<file path="src/rtl/text_stream_feeder.sv">
// Turns a character-code byte stream into text-RAM writes, with cursor tracking, scroll by row-base rotation and clears.
// Optional TEXT_FEEDER_TAB_EN: code 8'h09 jumps to the next multiple-of-8 column instead of being printed.
//
// state   | meaning
// --------+-----------------------------------------------------------
// IDLE    | accepting codes; printable/newline/backspace handled inline
// CLR_ROW | blanking the line that just became the bottom line (scroll)
// CLR_ALL | blanking the whole RAM row-major, then homing cursor/base
module text_stream_feeder #(
    parameter int                ROWS       = 15,
    parameter int                COLS       = 40,
    parameter int                ROW_W      = 4,
    parameter int                COL_W      = 6,
    parameter int                CHAR_W     = 8,
    parameter logic [CHAR_W-1:0] CLEAR_CODE = 8'hFF,
    parameter logic [CHAR_W-1:0] NL_CODE    = 8'h0A,
    parameter logic [CHAR_W-1:0] BS_CODE    = 8'h08,
    parameter logic [CHAR_W-1:0] BLANK_CODE = 8'h20
) (
    input  logic              clock_i,
    input  logic              reset_i,
    input  logic              in_valid_i,
    output logic              in_ready_o,
    input  logic [CHAR_W-1:0] in_char_i,
    output logic              wr_en_o,
    output logic [ROW_W-1:0]  wr_row_o,
    output logic [COL_W-1:0]  wr_col_o,
    output logic [CHAR_W-1:0] wr_char_o,
    output logic [ROW_W-1:0]  row_base_o,
    output logic [ROW_W-1:0]  cursor_row_o,
    output logic [COL_W-1:0]  cursor_col_o,
    output logic              push_up_o,
    output logic              clear_done_o
);

    localparam int                CNT_W     = ROW_W + COL_W;
    localparam int                SUM_W     = ROW_W + 1;
    localparam logic [CNT_W-1:0]  ALL_CELLS = CNT_W'(ROWS * COLS);
    localparam logic [CNT_W-1:0]  ROW_CELLS = CNT_W'(COLS);
    localparam logic [ROW_W-1:0]  LAST_ROW  = ROW_W'(ROWS - 1);
    localparam logic [COL_W-1:0]  LAST_COL  = COL_W'(COLS - 1);

`ifdef TEXT_FEEDER_TAB_EN
    localparam logic [CHAR_W-1:0] TAB_CODE  = CHAR_W'(9);
`endif

    typedef enum logic [1:0] {
        IDLE,
        CLR_ROW,
        CLR_ALL
    } state_t;

    state_t             state_q, state_d;
    logic               in_ready_q, in_ready_d;
    logic               wr_en_q, wr_en_d;
    logic [ROW_W-1:0]   wr_row_q, wr_row_d;
    logic [COL_W-1:0]   wr_col_q, wr_col_d;
    logic [CHAR_W-1:0]  wr_char_q, wr_char_d;
    logic [ROW_W-1:0]   row_base_q, row_base_d;
    logic [ROW_W-1:0]   cur_row_q, cur_row_d;
    logic [COL_W-1:0]   cur_col_q, cur_col_d;
    logic               push_up_q, push_up_d;
    logic               clear_done_q, clear_done_d;
    logic [CNT_W-1:0]   cnt_q, cnt_d;
    logic [ROW_W-1:0]   clr_row_q, clr_row_d;
    logic [COL_W-1:0]   clr_col_q, clr_col_d;
    logic               do_nl;
`ifdef TEXT_FEEDER_TAB_EN
    logic [COL_W:0]     tab_next;
`endif

    // Logical row to physical RAM row: (row + base) mod ROWS without relying on overflow.
    function automatic logic [ROW_W-1:0] phys_row(input logic [ROW_W-1:0] row,
                                                  input logic [ROW_W-1:0] base);
        logic [SUM_W-1:0] sum;
        sum = {1'b0, row} + {1'b0, base};
        if (sum >= SUM_W'(ROWS)) begin
            sum = sum - SUM_W'(ROWS);
        end
        return sum[ROW_W-1:0];
    endfunction

    always_comb begin
        state_d      = state_q;
        wr_en_d      = 1'b0;
        wr_row_d     = wr_row_q;
        wr_col_d     = wr_col_q;
        wr_char_d    = wr_char_q;
        row_base_d   = row_base_q;
        cur_row_d    = cur_row_q;
        cur_col_d    = cur_col_q;
        push_up_d    = 1'b0;
        clear_done_d = 1'b0;
        cnt_d        = cnt_q;
        clr_row_d    = clr_row_q;
        clr_col_d    = clr_col_q;
        do_nl        = 1'b0;
`ifdef TEXT_FEEDER_TAB_EN
        tab_next     = '0;
`endif

        case (state_q)
            IDLE: begin
                if (in_valid_i && in_ready_q) begin
                    if (in_char_i == CLEAR_CODE) begin
                        state_d   = CLR_ALL;
                        cnt_d     = ALL_CELLS;
                        clr_row_d = '0;
                        clr_col_d = '0;
                    end else if (in_char_i == NL_CODE) begin
                        do_nl = 1'b1;
                    end else if (in_char_i == BS_CODE) begin
                        if (cur_col_q != '0) begin
                            cur_col_d = cur_col_q - COL_W'(1);
                            wr_en_d   = 1'b1;
                            wr_row_d  = phys_row(cur_row_q, row_base_q);
                            wr_col_d  = cur_col_q - COL_W'(1);
                            wr_char_d = BLANK_CODE;
                        end else if (cur_row_q != '0) begin
                            cur_row_d = cur_row_q - ROW_W'(1);
                            cur_col_d = LAST_COL;
                            wr_en_d   = 1'b1;
                            wr_row_d  = phys_row(cur_row_q - ROW_W'(1), row_base_q);
                            wr_col_d  = LAST_COL;
                            wr_char_d = BLANK_CODE;
                        end
`ifdef TEXT_FEEDER_TAB_EN
                    end else if (in_char_i == TAB_CODE) begin
                        tab_next = {1'b0, cur_col_q[COL_W-1:3], 3'b000} + (COL_W+1)'(8);
                        if (tab_next >= (COL_W+1)'(COLS)) begin
                            do_nl = 1'b1;
                        end else begin
                            cur_col_d = tab_next[COL_W-1:0];
                        end
`endif
                    end else begin
                        wr_en_d   = 1'b1;
                        wr_row_d  = phys_row(cur_row_q, row_base_q);
                        wr_col_d  = cur_col_q;
                        wr_char_d = in_char_i;
                        if (cur_col_q == LAST_COL) begin
                            do_nl = 1'b1;
                        end else begin
                            cur_col_d = cur_col_q + COL_W'(1);
                        end
                    end

                    // Scrolling rotates the base; the old top line becomes the new bottom and is blanked.
                    if (do_nl) begin
                        cur_col_d = '0;
                        if (cur_row_q < LAST_ROW) begin
                            cur_row_d = cur_row_q + ROW_W'(1);
                        end else begin
                            row_base_d = (row_base_q == LAST_ROW) ? '0 : row_base_q + ROW_W'(1);
                            push_up_d  = 1'b1;
                            state_d    = CLR_ROW;
                            cnt_d      = ROW_CELLS;
                            clr_row_d  = row_base_q;
                            clr_col_d  = '0;
                        end
                    end
                end
            end

            CLR_ROW: begin
                wr_en_d   = 1'b1;
                wr_row_d  = clr_row_q;
                wr_col_d  = clr_col_q;
                wr_char_d = BLANK_CODE;
                cnt_d     = cnt_q - CNT_W'(1);
                if (cnt_q == CNT_W'(1)) begin
                    clr_col_d = '0;
                    state_d   = IDLE;
                end else begin
                    clr_col_d = clr_col_q + COL_W'(1);
                end
            end

            CLR_ALL: begin
                if (cnt_q != '0) begin
                    wr_en_d   = 1'b1;
                    wr_row_d  = clr_row_q;
                    wr_col_d  = clr_col_q;
                    wr_char_d = BLANK_CODE;
                    cnt_d     = cnt_q - CNT_W'(1);
                    if (clr_col_q == LAST_COL) begin
                        clr_col_d = '0;
                        clr_row_d = (clr_row_q == LAST_ROW) ? '0 : clr_row_q + ROW_W'(1);
                    end else begin
                        clr_col_d = clr_col_q + COL_W'(1);
                    end
                    if (cnt_q == CNT_W'(1)) begin
                        row_base_d = '0;
                        cur_row_d  = '0;
                        cur_col_d  = '0;
                    end
                end else begin
                    clear_done_d = 1'b1;
                    state_d      = IDLE;
                end
            end

            default: begin
                state_d = IDLE;
            end
        endcase

        in_ready_d = (state_d == IDLE);
    end

    always_ff @(posedge clock_i) begin
        if (reset_i) begin
            state_q      <= IDLE;
            in_ready_q   <= 1'b1;
            wr_en_q      <= 1'b0;
            wr_row_q     <= '0;
            wr_col_q     <= '0;
            wr_char_q    <= '0;
            row_base_q   <= '0;
            cur_row_q    <= '0;
            cur_col_q    <= '0;
            push_up_q    <= 1'b0;
            clear_done_q <= 1'b0;
            cnt_q        <= '0;
            clr_row_q    <= '0;
            clr_col_q    <= '0;
        end else begin
            state_q      <= state_d;
            in_ready_q   <= in_ready_d;
            wr_en_q      <= wr_en_d;
            wr_row_q     <= wr_row_d;
            wr_col_q     <= wr_col_d;
            wr_char_q    <= wr_char_d;
            row_base_q   <= row_base_d;
            cur_row_q    <= cur_row_d;
            cur_col_q    <= cur_col_d;
            push_up_q    <= push_up_d;
            clear_done_q <= clear_done_d;
            cnt_q        <= cnt_d;
            clr_row_q    <= clr_row_d;
            clr_col_q    <= clr_col_d;
        end
    end

    assign in_ready_o   = in_ready_q;
    assign wr_en_o      = wr_en_q;
    assign wr_row_o     = wr_row_q;
    assign wr_col_o     = wr_col_q;
    assign wr_char_o    = wr_char_q;
    assign row_base_o   = row_base_q;
    assign cursor_row_o = cur_row_q;
    assign cursor_col_o = cur_col_q;
    assign push_up_o    = push_up_q;
    assign clear_done_o = clear_done_q;

endmodule
</file>
<file path="config.mk">
export PLATFORM = sky130hd
export DESIGN_NAME = text_stream_feeder
export DESIGN_NICKNAME = d
export VERILOG_FILES = /design/src/rtl/text_stream_feeder.sv
export SDC_FILE = /design/constraint.sdc
export NUM_CORES = 1
export LEC_CHECK = 0
export BUFFER_PORTS_ARGS = -buffer_cell sky130_fd_sc_hd__buf_4
export CAP_MARGIN = 10
export CORE_ASPECT_RATIO = 0.8
export CORE_MARGIN = 5
export CORE_UTILIZATION = 63
export DETAILED_ROUTE_END_ITERATION = 10
export HOLD_SLACK_MARGIN = 0.03
export PLACE_DENSITY = 0.85
export SLEW_MARGIN = 0
export SYNTH_ARGS = -nofsm -noshare
export SYNTH_HDL_FRONTEND = slang
export SYNTH_SLANG_ARGS = --single-unit
</file>
<file path="constraint.sdc">
create_clock -name clock_i -period 4 [get_ports clock_i]
set_clock_uncertainty 0.2 [all_clocks]
set_input_delay 0.2 -clock clock_i [delete_from_list [all_inputs] [get_ports clock_i]]
set_output_delay 0.2 -clock clock_i [all_outputs]
set_load 0.01 [all_outputs]
</file>
* Yosys cells after proc, flatten, opt, wreduce, memory -nomap -nowiden
Index checks and enable logic that the tools add are counted.
Storage, ports and cells: register bits 58, input bits 11, output and inout bits 36, word-level logic and storage cells 168
Operators by class: add/subtract/negate cells 12, order comparisons 3, equality and inequality tests 23, muxes and demuxes 96, bitwise logic cells 4, reduce and logical (&&, ||, !) cells 16
Operators with widths (count):
- 6-bit 2-to-1 mux | 22
- 4-bit 2-to-1 mux | 30
- 8-bit 2-to-1 mux | 7
- 10-bit 2-to-1 mux | 5
- 6-bit case mux with 3 select lines | 2
- 10-bit case mux with 3 select lines | 1
- 4-bit case mux with 2 select lines | 3
- 8-bit case mux with 3 select lines | 1
- 8-bit by 4-bit == test with 1-bit output (second input constant) | 2
- 2-bit inequality test (second input constant) | 8
- 1-bit 2-to-1 mux | 15
- 4-bit by 1-bit adder with 4-bit output (second input constant) | 3
- 6-bit by 1-bit adder with 6-bit output (second input constant) | 2
- 6-bit == test (second input constant) | 2
- 2-bit 2-to-1 mux | 6
- 4-bit case mux with 3 select lines | 1
- 6-bit case mux with 2 select lines | 1
- 6-bit AND reduction | 2
- 4-bit by 4-bit adder with 5-bit output | 2
- 10-bit by 1-bit == test with 1-bit output (second input constant) | 1
- 5-bit by 4-bit greater-or-equal comparator with 1-bit output (second input constant) | 2
- 10-bit nonzero test | 1
- 10-bit by 1-bit subtractor with 10-bit output (second input constant) | 1
- 4-bit == test (second input constant) | 2
- other kinds (24) | 32

* Depth between registers and ports, before layout
Gate-level depths: netlist of run 1.
depth after elaboration 11, gate-level depth with buffers 10, gate-level depth less buffers 10

* Least setup slack after synthesis of run 1
OpenSTA, ideal clock, no wires.
path type flip-flop to flip-flop, start register cur_row_q[1] (netlist: cursor_row_o[1]), end register wr_row_q[1] (netlist: wr_row_o[1]), library setup time 0.070 ns, arrival 2.478 ns, required time 3.730 ns, slack 1.252 ns, cell stages (with the launch flop) 10, buffers on the path 0, period minus slack after synthesis 2.748 ns, cells stage by stage dfxtp_1 inv_1 ha_1 fa_1 nand2b_1 a21oi_1 o31a_1 o21ai_0 a311o_1 a21oi_1
On the way: longest elaborated chain between the ends 11, elaborated cells between the ends (all ways) 19, those cells by class 5 x add/sub; 2 x order compare; 1 x eq/ne; 9 x mux; 2 x reduce/logical
RTL lines:
- from (decl) | RTL line 60 | logic [ROW_W-1:0] cur_row_q, cur_row_d;
- from (signal assigned) | RTL line 235 | cur_row_q <= cur_row_d;
- 4-bit by 1-bit subtractor with 4-bit output | RTL line 123 | wr_row_d = phys_row(cur_row_q - ROW_W'(1), row_base_q);
- 4-bit by 4-bit adder with 5-bit output | RTL line 76 | sum = {1'b0, row} + {1'b0, base};
- 4-bit subtractor / 5-bit by 4-bit greater-or-equal comparator with 1-bit output (equally long branches) | RTL line 78, 77
- 4-bit 2-to-1 mux | RTL line 77 | if (sum >= SUM_W'(ROWS)) begin
- 4-bit 2-to-1 mux | RTL line 119 | end else if (cur_row_q != '0) begin
- 4-bit 2-to-1 mux | RTL line 113 | if (cur_col_q != '0) begin
- 4-bit 2-to-1 mux | RTL line 112 | end else if (in_char_i == BS_CODE) begin
- 4-bit 2-to-1 mux | RTL line 110 | end else if (in_char_i == NL_CODE) begin
- 4-bit 2-to-1 mux | RTL line 105 | if (in_char_i == CLEAR_CODE) begin
- 4-bit 2-to-1 mux | RTL line 104 | if (in_valid_i && in_ready_q) begin
- 4-bit case mux with 3 select lines | RTL line 102 | case (state_q)
- to (signal assigned) | RTL line 231 | wr_row_q <= wr_row_d;
- to (decl) | RTL line 56 | logic [ROW_W-1:0] wr_row_q, wr_row_d;
Parallel ways exist; a longest one is shown, timed or not. The select of a mux whose other input is x is not followed. A chain may end at the register's enable or synchronous reset.

* Worst setup path in the final report of run 1
Ends and elaborated chain as after synthesis.

==> results.py, run 1 <==
metrics = {
    "final_layout": {
        "synthToLayoutAreaGrowth_pct": 15.4,
        "drive_gt1_share_pct": 13.9,
        "antenna_cells": 0,
        "fin_util_pct": 75.1,
        "final_nets": 613,
    },
    "placement": {
        "place.port_buffers": 46,
        "hpwl_um": 8290,
        "place_congestion": 1.01,
    },
    "drt": {
        "routed_wl_um": 11700,
        "wire_per_inst_um": 17.5,
        "num_vias": 4350,
        "vias_per_cell": 6.54,
        "drt_first_pass_iters": 5,
        "drc_errors": 0,
        "ant_nets": 0,
        "first_iter_violations": 550,
    },
    "global_routing": {
        "gr-usage-met3_pct": 6.10,
        "grt_pass1_wl_um": 19700,
        "grtUsageTotal_pct": 29.4,
        "grt_pass1_vias": 4052,
        "grt_antenna_before_repair": 0,
        "overflow": 0,
        "grt_util_met1_pct": 40.6,
        "grt_max_degree": 52,
        "busiest_layer": "met2",
        "met2_usage_pct": 47.8,
    },
    "clock_tree": {
        "cts-htree-levels": 3,
        "postCtsSetupBuffers": 0,
        "hold_buffers": 7,
        "clock_path_buffers": 2,
        "cts_resized": 0,
        "clk_pin_slew_worst_paths_ns": 0.06,
        "worstSkewPairLatency_ns": 0.34,
        "numCtsBuffers": 9,
        "cts_tree": "done",
        "root_buffer": "clkbuf_8",
        "cts.sinks": 58,
    },
    "synth": {
        "mappedNetlistArea_sq_um": 4170,
        "syn_nets": 574,
        "ys.flop_type": "dfxtp_1",
        "async_reset_ff_share_pct": 0,
        "synth_edf_count": 0,
        "synth_cell_types": 80,
        "yosys_warnings": 0,
        "syn_area_per_cell_sq_um": 7.76,
        "synthCells": 538,
        "yosysSeqAreaShare_pct": 27.8,
        "ys_ff_latch": 58,
    },
    "floorplan": {
        "dieHeight_um": 82.8,
        "placementRows": 26,
        "core_area_sq_um": 6410,
        "die_area_sq_um": 8360,
        "start_util_pct": 65.1,
        "die_x_um": 101,
        "pin_count": 47,
    },
    "setup_path": {
        "worstSetupPathType": "flip-flop to flip-flop",
        "cp_cell_sequence": "inv_1 -> ha_1 -> fa_1 -> nand2b_1 -> a21oi_1 -> o31a_1 -> o21ai_0 -> a311o_1 -> a21oi_1",
        "crit_path_start_kind": "flip-flop",
        "endpoint_kind": "flip-flop",
        "cp.arrival_ns": 3.13,
        "path_buf_inv": 1,
        "cp.required_ns": 4.07,
        "crit_slowest_cell": "dfxtp_1",
        "crit_fanout": 10,
        "crit_family": "compound AO/OA/AOI/OAI gates",
        "path_common_cell": "a21oi_1",
        "slowest_delay_ns": 0.53,
    },
    "sta": {
        "finalSetupViolations": 0,
        "finalMaxSlewViolations": 0,
        "tns_ns": 0,
        "finalCritPeriodShare_pct": 76.4,
        "clock.fmax_mhz": 327,
        "finalHoldViolations": 0,
        "rsz0062_at_grt": "false",
        "period_needed_ns": 3.05,
        "relSlewSlack_pct": 29.8,
        "hold_slack_ns": 0.0562,
        "worst_pin_slew_ns": 1.05,
    },
    "power": {
        "p_leak_nw": 1.86,
        "power_mw": 1.35,
        "internal_power_mw": 1.03,
        "clockPowerShare_pct": 44.9,
        "sw_frac_of_total_pct": 23.6,
        "pwr-share-comb_pct": 10.0,
        "p_per_area_nw_per_um2": 280,
        "power_frac_seq_pct": 45.1,
        "peakVddDrop_mv": 0.171,
        "power.switching_mw": 0.318,
    },
    "run": {
        "maxCapViolCount": 0,
    },
    "min_path": {
        "hold_path.class": "input port to flip-flop",
    },
    "outcome": {
        "outcome": "finished, final reports clean",
    },
}
synth_stat cells (10+ instances only):
master | count | area share [%]
o21ai_0 | 27 | 3.2
nor3_1 | 28 | 3.4
nand2_1 | 48 | 4.3
and3_1 | 10 | 1.5
a31oi_1 | 13 | 1.9
nor2_1 | 47 | 4.2
a211oi_1 | 15 | 2.7
clkbuf_1 | 20 | 1.8
ha_1 | 23 | 6.9
dfxtp_1 | 58 | 28
inv_1 | 22 | 2.0
nand3_1 | 26 | 3.1
a21oi_1 | 45 | 5.4
tightest hold or removal path: stages:
cell and delay [ns]:
buf_4 0.12, nor4_1 0.06, nor3_1 0.16
worst paths after layout:
kind,slack (ns),startpoint,cells after the start,end
max reg2reg,0.95,cursor_row_o[1],9,wr_row_o[1]
min reg2reg,0.26,wr_char_o[0],2,wr_char_o[0]
max,0.95,cursor_row_o[1],9,wr_row_o[1]
min,0.06,in_char_i[5],3,wr_char_o[5]
registers in the layout, indices dropped and copies added (netlist names):
signal,count
cnt_q,10
in_ready_o,1
wr_en_o,1
row_base_o,4
cursor_row_o,4
clr_row_q,4
clr_col_q,6
cursor_col_o,6
wr_col_o,6
state_q,2
push_up_o,1
wr_row_o,4
wr_char_o,8
clear_done_o,1
through the flow:
| stage | instances | setup slack [ns] | cell area, sq um |
|---|---|---|---|
| floorplan | 538 | 1.25 | 4170 |
| detailed placement | 643 | 0.996 | 4520 |
| CTS | 665 | 0.987 | 4810 |
| global route | 665 | 0.698 | 4810 |
| finish | 665 | 0.945 | 4810 |
| global placement | 643 | 1.11 | 4520 |
layer usage:
metal,wire length [um],part of all wire [%]
met1,5290,45
met4,125,1.1
met3,999,8.6
met5,0,0
met2,5240,45
area by class of cell:
type | count | area (sq um)
multi-input combinational | 427 | 2790
clock inverter | 2 | 60.1
timing repair buffer | 57 | 445
sequential | 58 | 1160
clock buffer | 13 | 159
fill | 486 | 1600
inverter | 24 | 90.1
tap | 84 | 105
cell usage in the layout (no fill, tap or decap), types with 5 or more instances in the layout:
cell and count:
a211oi_1 15, a21o_1 6, a21oi_1 45, a22oi_1 7, a31oi_1 13, and3_1 10
buf_4 50, clkbuf_8 11, dfxtp_1 58, dlygate4sd3_1 7, ha_1 23, inv_1 22
mux2i_1 6, nand2_1 48, nand3_1 26, nand4_1 7, nor2_1 47, nor3_1 28
nor3b_1 5, o211ai_1 7, o21ai_0 27, o21ai_1 6, xnor2_1 6
power groups by stage:
stage | Sequential [mW] | Combinational (mW) | Clock [mW]
final | 0.608 | 0.134 | 0.605
after global routing | 0.610 | 0.148 | 0.643
after CTS | 0.607 | 0.133 | 0.612
after detailed placement | 0.620 | 0.126 | 0
after global placement | 0.619 | 0.123 | 0
after floorplan | 0.617 | 0.0803 | 0
logic make-up (layout without fill, tap and decap cells):
| group | count (synthesis) | after routing | synth area share [%] |
|---|---|---|---|
| compound gates | 170 | 170 | 27.9 |
| xor+xnor | 10 | 10 | 2.10 |
| fa+ha+maj | 25 | 25 | 7.86 |
| buf+inv | 53 | 96 | 5.25 |
| flops | 58 | 58 | 27.8 |
| mux | 10 | 10 | 2.52 |
| simple gates | 212 | 212 | 26.5 |
Note: power is estimated with default switching activity, not from simulation.
==> inputs of run 2 (changes only) <==
ABC_AREA = 1   (was unset)
CORE_UTILIZATION = 54   (was 63)
PLACE_DENSITY = 0.77   (was 0.85)
clock period = 2.8 ns   (was 4 ns; I/O delays follow)
==> run 2 against run 1 <==
  * Power rose by 33%
  * Non-clock buffer count is 7 higher
  * Combinational power grew 74%
  * Maximum frequency up 19%
  * Clock power increased by 13%
  * Final area grew 2.4%
==> results.py, run 2 <==
metrics = {
    "sta": {
        "finalCritPeriodShare_pct": 91.6,
        "hold_slack_ns": 0.0773,
        "worst_pin_slew_ns": 0.708,
        "finalWorstSetupSlack_ns": 0.236,
        "relSlewSlack_pct": 52.8,
        "finalSetupViolations": 0,
        "finalMaxSlewViolations": 0,
        "finalHoldViolations": 0,
        "rsz0062_at_grt": "false",
        "tns_ns": 0,
        "period_needed_ns": 2.56,
        "clock.fmax_mhz": 390,
    },
    "synth": {
        "mappedNetlistArea_sq_um": 4210,
        "yosys-top-cells-area": "dfxtp_1, nand2_1, inv_1",
        "async_reset_ff_share_pct": 0,
        "synth_compound_area_share_pct": 17.8,
        "synthCells": 657,
        "yosys_warnings": 0,
        "synth_most_common_cell": "nand2_1",
        "synth_edf_count": 0,
        "ys.flop_type": "dfxtp_1",
        "syn_nets": 693,
        "synth_xor_area_share_pct": 1.87,
        "synth_top_family_by_area": "simple AND/OR/NAND/NOR gates",
        "syn_area_per_cell_sq_um": 6.40,
        "synthMuxAreaShare_pct": 0,
        "synth_top_area_share_pct": 27.6,
        "synthAdderAreaFrac_pct": 7.79,
        "synthSimpleGateAreaFrac_pct": 34.1,
        "synth_cell_types": 41,
        "synthTopCellsByCount": "nand2_1, inv_1, a21oi_1, nor2_1, nand3_1",
        "yosysSeqAreaShare_pct": 27.6,
        "ys_ff_latch": 58,
        "yosys.area.top_type": "dfxtp_1",
    },
    "clock_tree": {
        "cts_tree": "done",
        "worstSkewPairLatency_ns": 0.34,
        "postCtsSetupBuffers": 0,
        "cts.sinks": 58,
        "root_buffer": "clkbuf_8",
        "numCtsBuffers": 9,
        "clock_path_buffers": 2,
        "cts-htree-levels": 3,
        "clk_pin_slew_worst_paths_ns": 0.07,
    },
    "setup_path": {
        "path_common_cell": "nand2_1",
        "crit_slowest_cell": "dfxtp_1",
        "crit_path_end": "wr_row_o[2]",
        "crit_path_start_kind": "flip-flop",
        "cp.arrival_ns": 2.58,
        "endpoint_kind": "flip-flop",
        "r2r_end": "wr_row_o[2]",
        "cp_cell_sequence": "inv_1 -> nand3_1 -> xor2_1 -> ha_1 -> inv_1 -> nand3_1 -> nand3_1 -> nand2_1 -> a21oi_1 -> nand2_1 -> nand2_1 -> nand2_1 -> nand2_1 -> a21oi_1",
        "worstSetupPathType": "flip-flop to flip-flop",
        "ff2ff_setup_slack_ns": 0.24,
        "ff2ff_path_depth": 14,
        "cp.required_ns": 2.82,
        "crit_fanout": 7,
        "setup.worst_path.start": "cursor_row_o[2]",
        "crit_family": "simple AND/OR/NAND/NOR gates",
        "path_buf_inv": 2,
        "slowest_delay_ns": 0.50,
        "timing.rr.start": "cursor_row_o[2]",
        "crit_cells": 14,
    },
    "global_routing": {
        "grt_pass1_vias": 4021,
        "grt_pass1_wl_um": 18600,
        "grt_max_degree": 35,
        "grt_antenna_before_repair": 0,
        "grtUsageTotal_pct": 24.1,
        "overflow": 0,
    },
    "drt": {
        "drc_errors": 0,
        "vias_per_cell": 5.32,
        "wire_per_inst_um": 13.7,
        "ant_nets": 0,
        "drt_first_pass_iters": 6,
        "num_vias": 4387,
        "first_iter_violations": 356,
        "routed_wl_um": 11300,
    },
    "power": {
        "p_leak_nw": 2.30,
        "peakVddDrop_mv": 0.338,
        "p_per_area_nw_per_um2": 363,
    },
    "floorplan": {
        "core_area_sq_um": 7500,
        "die_area_sq_um": 9670,
        "pin_count": 47,
        "start_util_pct": 56.1,
        "placementRows": 28,
        "dieHeight_um": 89.0,
        "die_x_um": 109,
    },
    "final_layout": {
        "synthToLayoutAreaGrowth_pct": 17.1,
        "top_register": "cnt_q",
        "final_nets": 751,
        "final_cell_mix": "nand2_1, inv_1, a21oi_1, nor2_1, nand3_1",
        "fin_util_pct": 65.7,
        "final_common_cell": "nand2_1",
        "design_area_sq_um": 4930,
        "antenna_cells": 0,
        "largest_register_ffs": 10,
        "drive_gt1_share_pct": 14.2,
    },
    "placement": {
        "hpwl_um": 8410,
        "preCtsSetupSlack_ns": 0.225,
        "place.port_buffers": 46,
        "postPlaceCellArea_sq_um": 4660,
        "place_congestion": 0.923,
    },
    "outcome": {
        "outcome": "finished, final reports clean",
    },
    "min_path": {
        "hold_path.class": "input port to flip-flop",
    },
    "run": {
        "maxCapViolCount": 0,
    },
}
==> run 2: cell count changes after synthesis, sizes merged, moves of 8 or more <==
cell,delta
nand3,+39
nor3,-22
clkbuf,-11
a31oi,-8
nor2,+26
nand2,+106
a21oi,+24
inv,+71
a211oi,-15
and3,-10
o21ai,+9
==> run 2: tightest hold or removal path, cell delays in order <==
cell	delay (ns)
buf_4	0.11
nand2_1	0.06
inv_1	0.08
nand2_1	0.12
nor3_1	0.07
==> run 2: report_power, final <==
| part | total (mW) | switching (mW) | internal, mW |
|---|---|---|---|
| logic | 0.233 | 0.138 | 0.0948 |
| registers | 0.871 | 0.0220 | 0.849 |
| clock network | 0.685 | 0.345 | 0.340 |
| total | 1.79 | 0.506 | 1.28 |
==> run 2: metal layers <==
metal,GRT usage (%),vias up,routed length (um)
met5,0,-,0
met4,6.54,0,123
met3,4.55,17,762
met2,38.6,142,4870
met1,33.5,1959,5580
li1,-,2269,-
==> run 2: worst min path at each step <==
stage	slack, ns	cells after the start	start	endpoint
after floorplan	0.1	2	in_char_i[0]	wr_char_o[0]
after global placement	0.24	3	in_char_i[2]	wr_char_o[2]
after detailed placement	0.24	3	in_char_i[2]	wr_char_o[2]
after CTS	0.07	5	in_valid_i	push_up_o
after global routing	0.10	5	in_valid_i	push_up_o
final	0.08	5	in_valid_i	push_up_o
==> run 2: area by class of cell <==
type | count | area [sq um]
Multi-Input combinational cell | 486 | 2600
Fill cell | 740 | 2570
Sequential cell | 58 | 1160
Timing Repair Buffer | 64 | 503
Inverter | 96 | 360
Clock buffer | 11 | 141
Tap cell | 105 | 131
Clock inverter | 5 | 30.0
==> run 2: timing repair <==
item | CTS | global route
resized for setup | 0 | 3
endpoints found under the setup margin | 0 | 3
hold buffers | 9 | 0
endpoints found under the hold margin | 11 | 0
==> run 2: stage by stage <==
stage | std cells | power (mW)
2_1_floorplan | 657 | 1.04
3_3_place_gp | 800 | 1.10
3_5_place_dp | 800 | 1.11
4_1_cts | 825 | 1.80
5_1_grt | 825 | 1.87
6_report | 825 | 1.79
==> run 2: cells by family (layout without fill, tap and decap cells) <==
group           Yosys count  after routing
fa+ha+maj                25             25
flops                    58             58
buf+inv                 113            176
compound gates          134            134
simple gates            318            318
xor+xnor                  9              9
==> inputs of run 3 (changes only) <==
RECOVER_POWER = 50   (was unset)
==> run 3 against run 2 <==
  * Maximum frequency about the same
  * Critical path type unchanged
  * Sequential power about the same
  * Non-clock buffer count unchanged
  * Final area decreased by 2.8%
  * Sequential cell count unchanged
  * Power decreased by 0.92%
  * Clock power about the same
  * Largest power group unchanged
==> results.py, run 3 (same netlist as run 2, synthesis figures left out) <==
metrics = {
    "sta": {
        "relSlewSlack_pct": 53.0,
        "tns_ns": 0,
        "hold_slack_ns": 0.0763,
        "rsz0062_at_grt": "false",
        "period_needed_ns": 2.56,
        "finalCritPeriodShare_pct": 91.6,
        "finalWorstSetupSlack_ns": 0.235,
        "finalHoldViolations": 0,
        "worst_pin_slew_ns": 0.705,
        "finalMaxSlewViolations": 0,
        "finalSetupViolations": 0,
        "clock.fmax_mhz": 390,
    },
    "final_layout": {
        "top_register": "cnt_q",
        "design_area_sq_um": 4790,
        "nFillCells": 790,
        "final_nets": 751,
        "fin_util_pct": 63.9,
        "final_common_cell": "nand2_1",
        "largest_register_ffs": 10,
        "synthToLayoutAreaGrowth_pct": 13.9,
        "multi_input_area_sq_um": 2590,
        "final_cell_mix": "nand2_1, inv_1, a21oi_1, nor2_1, nand3_1",
        "instances_no_fill": 825,
        "antenna_cells": 0,
        "drive_gt1_share_pct": 9.03,
        "regArea_sq_um": 1160,
    },
    "clock_tree": {
        "numCtsBuffers": 9,
        "root_buffer": "clkbuf_8",
        "clk_pin_slew_worst_paths_ns": 0.07,
        "clock_path_buffers": 2,
        "cts_tree": "done",
        "postCtsSetupBuffers": 0,
        "cts.sinks": 58,
        "cts-htree-levels": 3,
        "worstSkewPairLatency_ns": 0.34,
    },
    "drt": {
        "drc_errors": 0,
        "first_iter_violations": 309,
        "vias_per_cell": 5.39,
        "ant_nets": 0,
        "drt_first_pass_iters": 5,
        "routed_wl_um": 11400,
        "num_vias": 4446,
        "wire_per_inst_um": 13.8,
    },
    "min_path": {
        "hold_path.class": "input port to flip-flop",
    },
    "power": {
        "sw_frac_of_total_pct": 28.4,
        "power.switching_mw": 0.503,
        "p_per_area_nw_per_um2": 370,
        "peakVddDrop_mv": 0.338,
        "power_mw": 1.77,
        "power_frac_seq_pct": 49.1,
        "p_leak_nw": 2.15,
        "clockPowerShare_pct": 38.5,
        "internal_power_mw": 1.27,
        "pwr-share-comb_pct": 12.4,
    },
    "floorplan": {
        "start_util_pct": 56.1,
        "die_area_sq_um": 9670,
        "pin_count": 47,
        "dieHeight_um": 89.0,
        "placementRows": 28,
        "core_area_sq_um": 7500,
        "die_x_um": 109,
    },
    "setup_path": {
        "crit_path_start_kind": "flip-flop",
        "cp.required_ns": 2.81,
        "cp.arrival_ns": 2.58,
        "endpoint_kind": "flip-flop",
        "worstSetupPathType": "flip-flop to flip-flop",
        "crit_fanout": 7,
    },
    "global_routing": {
        "grt_pass1_wl_um": 18600,
        "grt_antenna_before_repair": 0,
        "grtUsageTotal_pct": 24.1,
        "grt_max_degree": 35,
        "grt_pass1_vias": 4021,
        "overflow": 0,
    },
    "outcome": {
        "outcome": "finished, final reports clean",
    },
    "run": {
        "maxCapViolCount": 0,
    },
    "placement": {
        "hpwl_um": 8410,
        "postPlaceCellArea_sq_um": 4660,
        "dp_cells": 800,
        "place.port_buffers": 46,
        "place_congestion": 0.923,
        "preCtsSetupSlack_ns": 0.225,
    },
}
run 3: layout make-up:
class | count | share of cell area (%)
clock inverter | 5 | 0.627
clock buffer | 11 | 2.95
sequential | 58 | 24.3
timing repair buffer | 64 | 7.76
inverter | 96 | 7.52
tap | 105 | 2.74
multi-input combinational | 486 | 54.1
run 3: worst max-delay path, stage by stage (launching register included):
cell and delay [ns]:
dfxtp_1 0.50, inv_1 0.15, nand3_1 0.13, xor2_1 0.25, ha_1 0.31, inv_1 0.06, nand3_1 0.15, nand3_1 0.16
nand2_1 0.10, a21oi_1 0.15, nand2_1 0.07, nand2_1 0.06, nand2_1 0.04, nand2_1 0.05, a21oi_1 0.05
run 3: power by group through the flow:
stage | registers [mW] | logic, mW | clock network (mW)
6_report | 0.870 | 0.219 | 0.683
5_1_grt | 0.873 | 0.246 | 0.738
3_5_place_dp | 0.888 | 0.220 | 0
2_1_floorplan | 0.891 | 0.146 | 0
4_1_cts | 0.869 | 0.231 | 0.702
3_3_place_gp | 0.888 | 0.217 | 0
run 3: repair_timing:
item                                    CTS  global route
resized for setup                         0             3
hold buffers                              9             0
hold endpoints to repair                 11             0
endpoints found under the setup margin    0             3
run 3: final timing paths:
path,slack [ns],start,end,cells after the start
setup / recovery,0.24,cursor_row_o[2],wr_row_o[2],14
hold / removal,0.08,in_valid_i,push_up_o,5
setup reg to reg,0.24,cursor_row_o[2],wr_row_o[2],14
hold reg to reg,0.26,cnt_q[1],cnt_q[1],2
run 3: metal layers:
metal / vias to the layer above / global-route usage [%] / routed length, um
li1: 2273 / - / -
met1: 2002 / 33.5 / 5530
met2: 156 / 38.6 / 4880
met3: 15 / 4.55 / 853
met4: 0 / 6.54 / 117
met5: - / 0 / 0
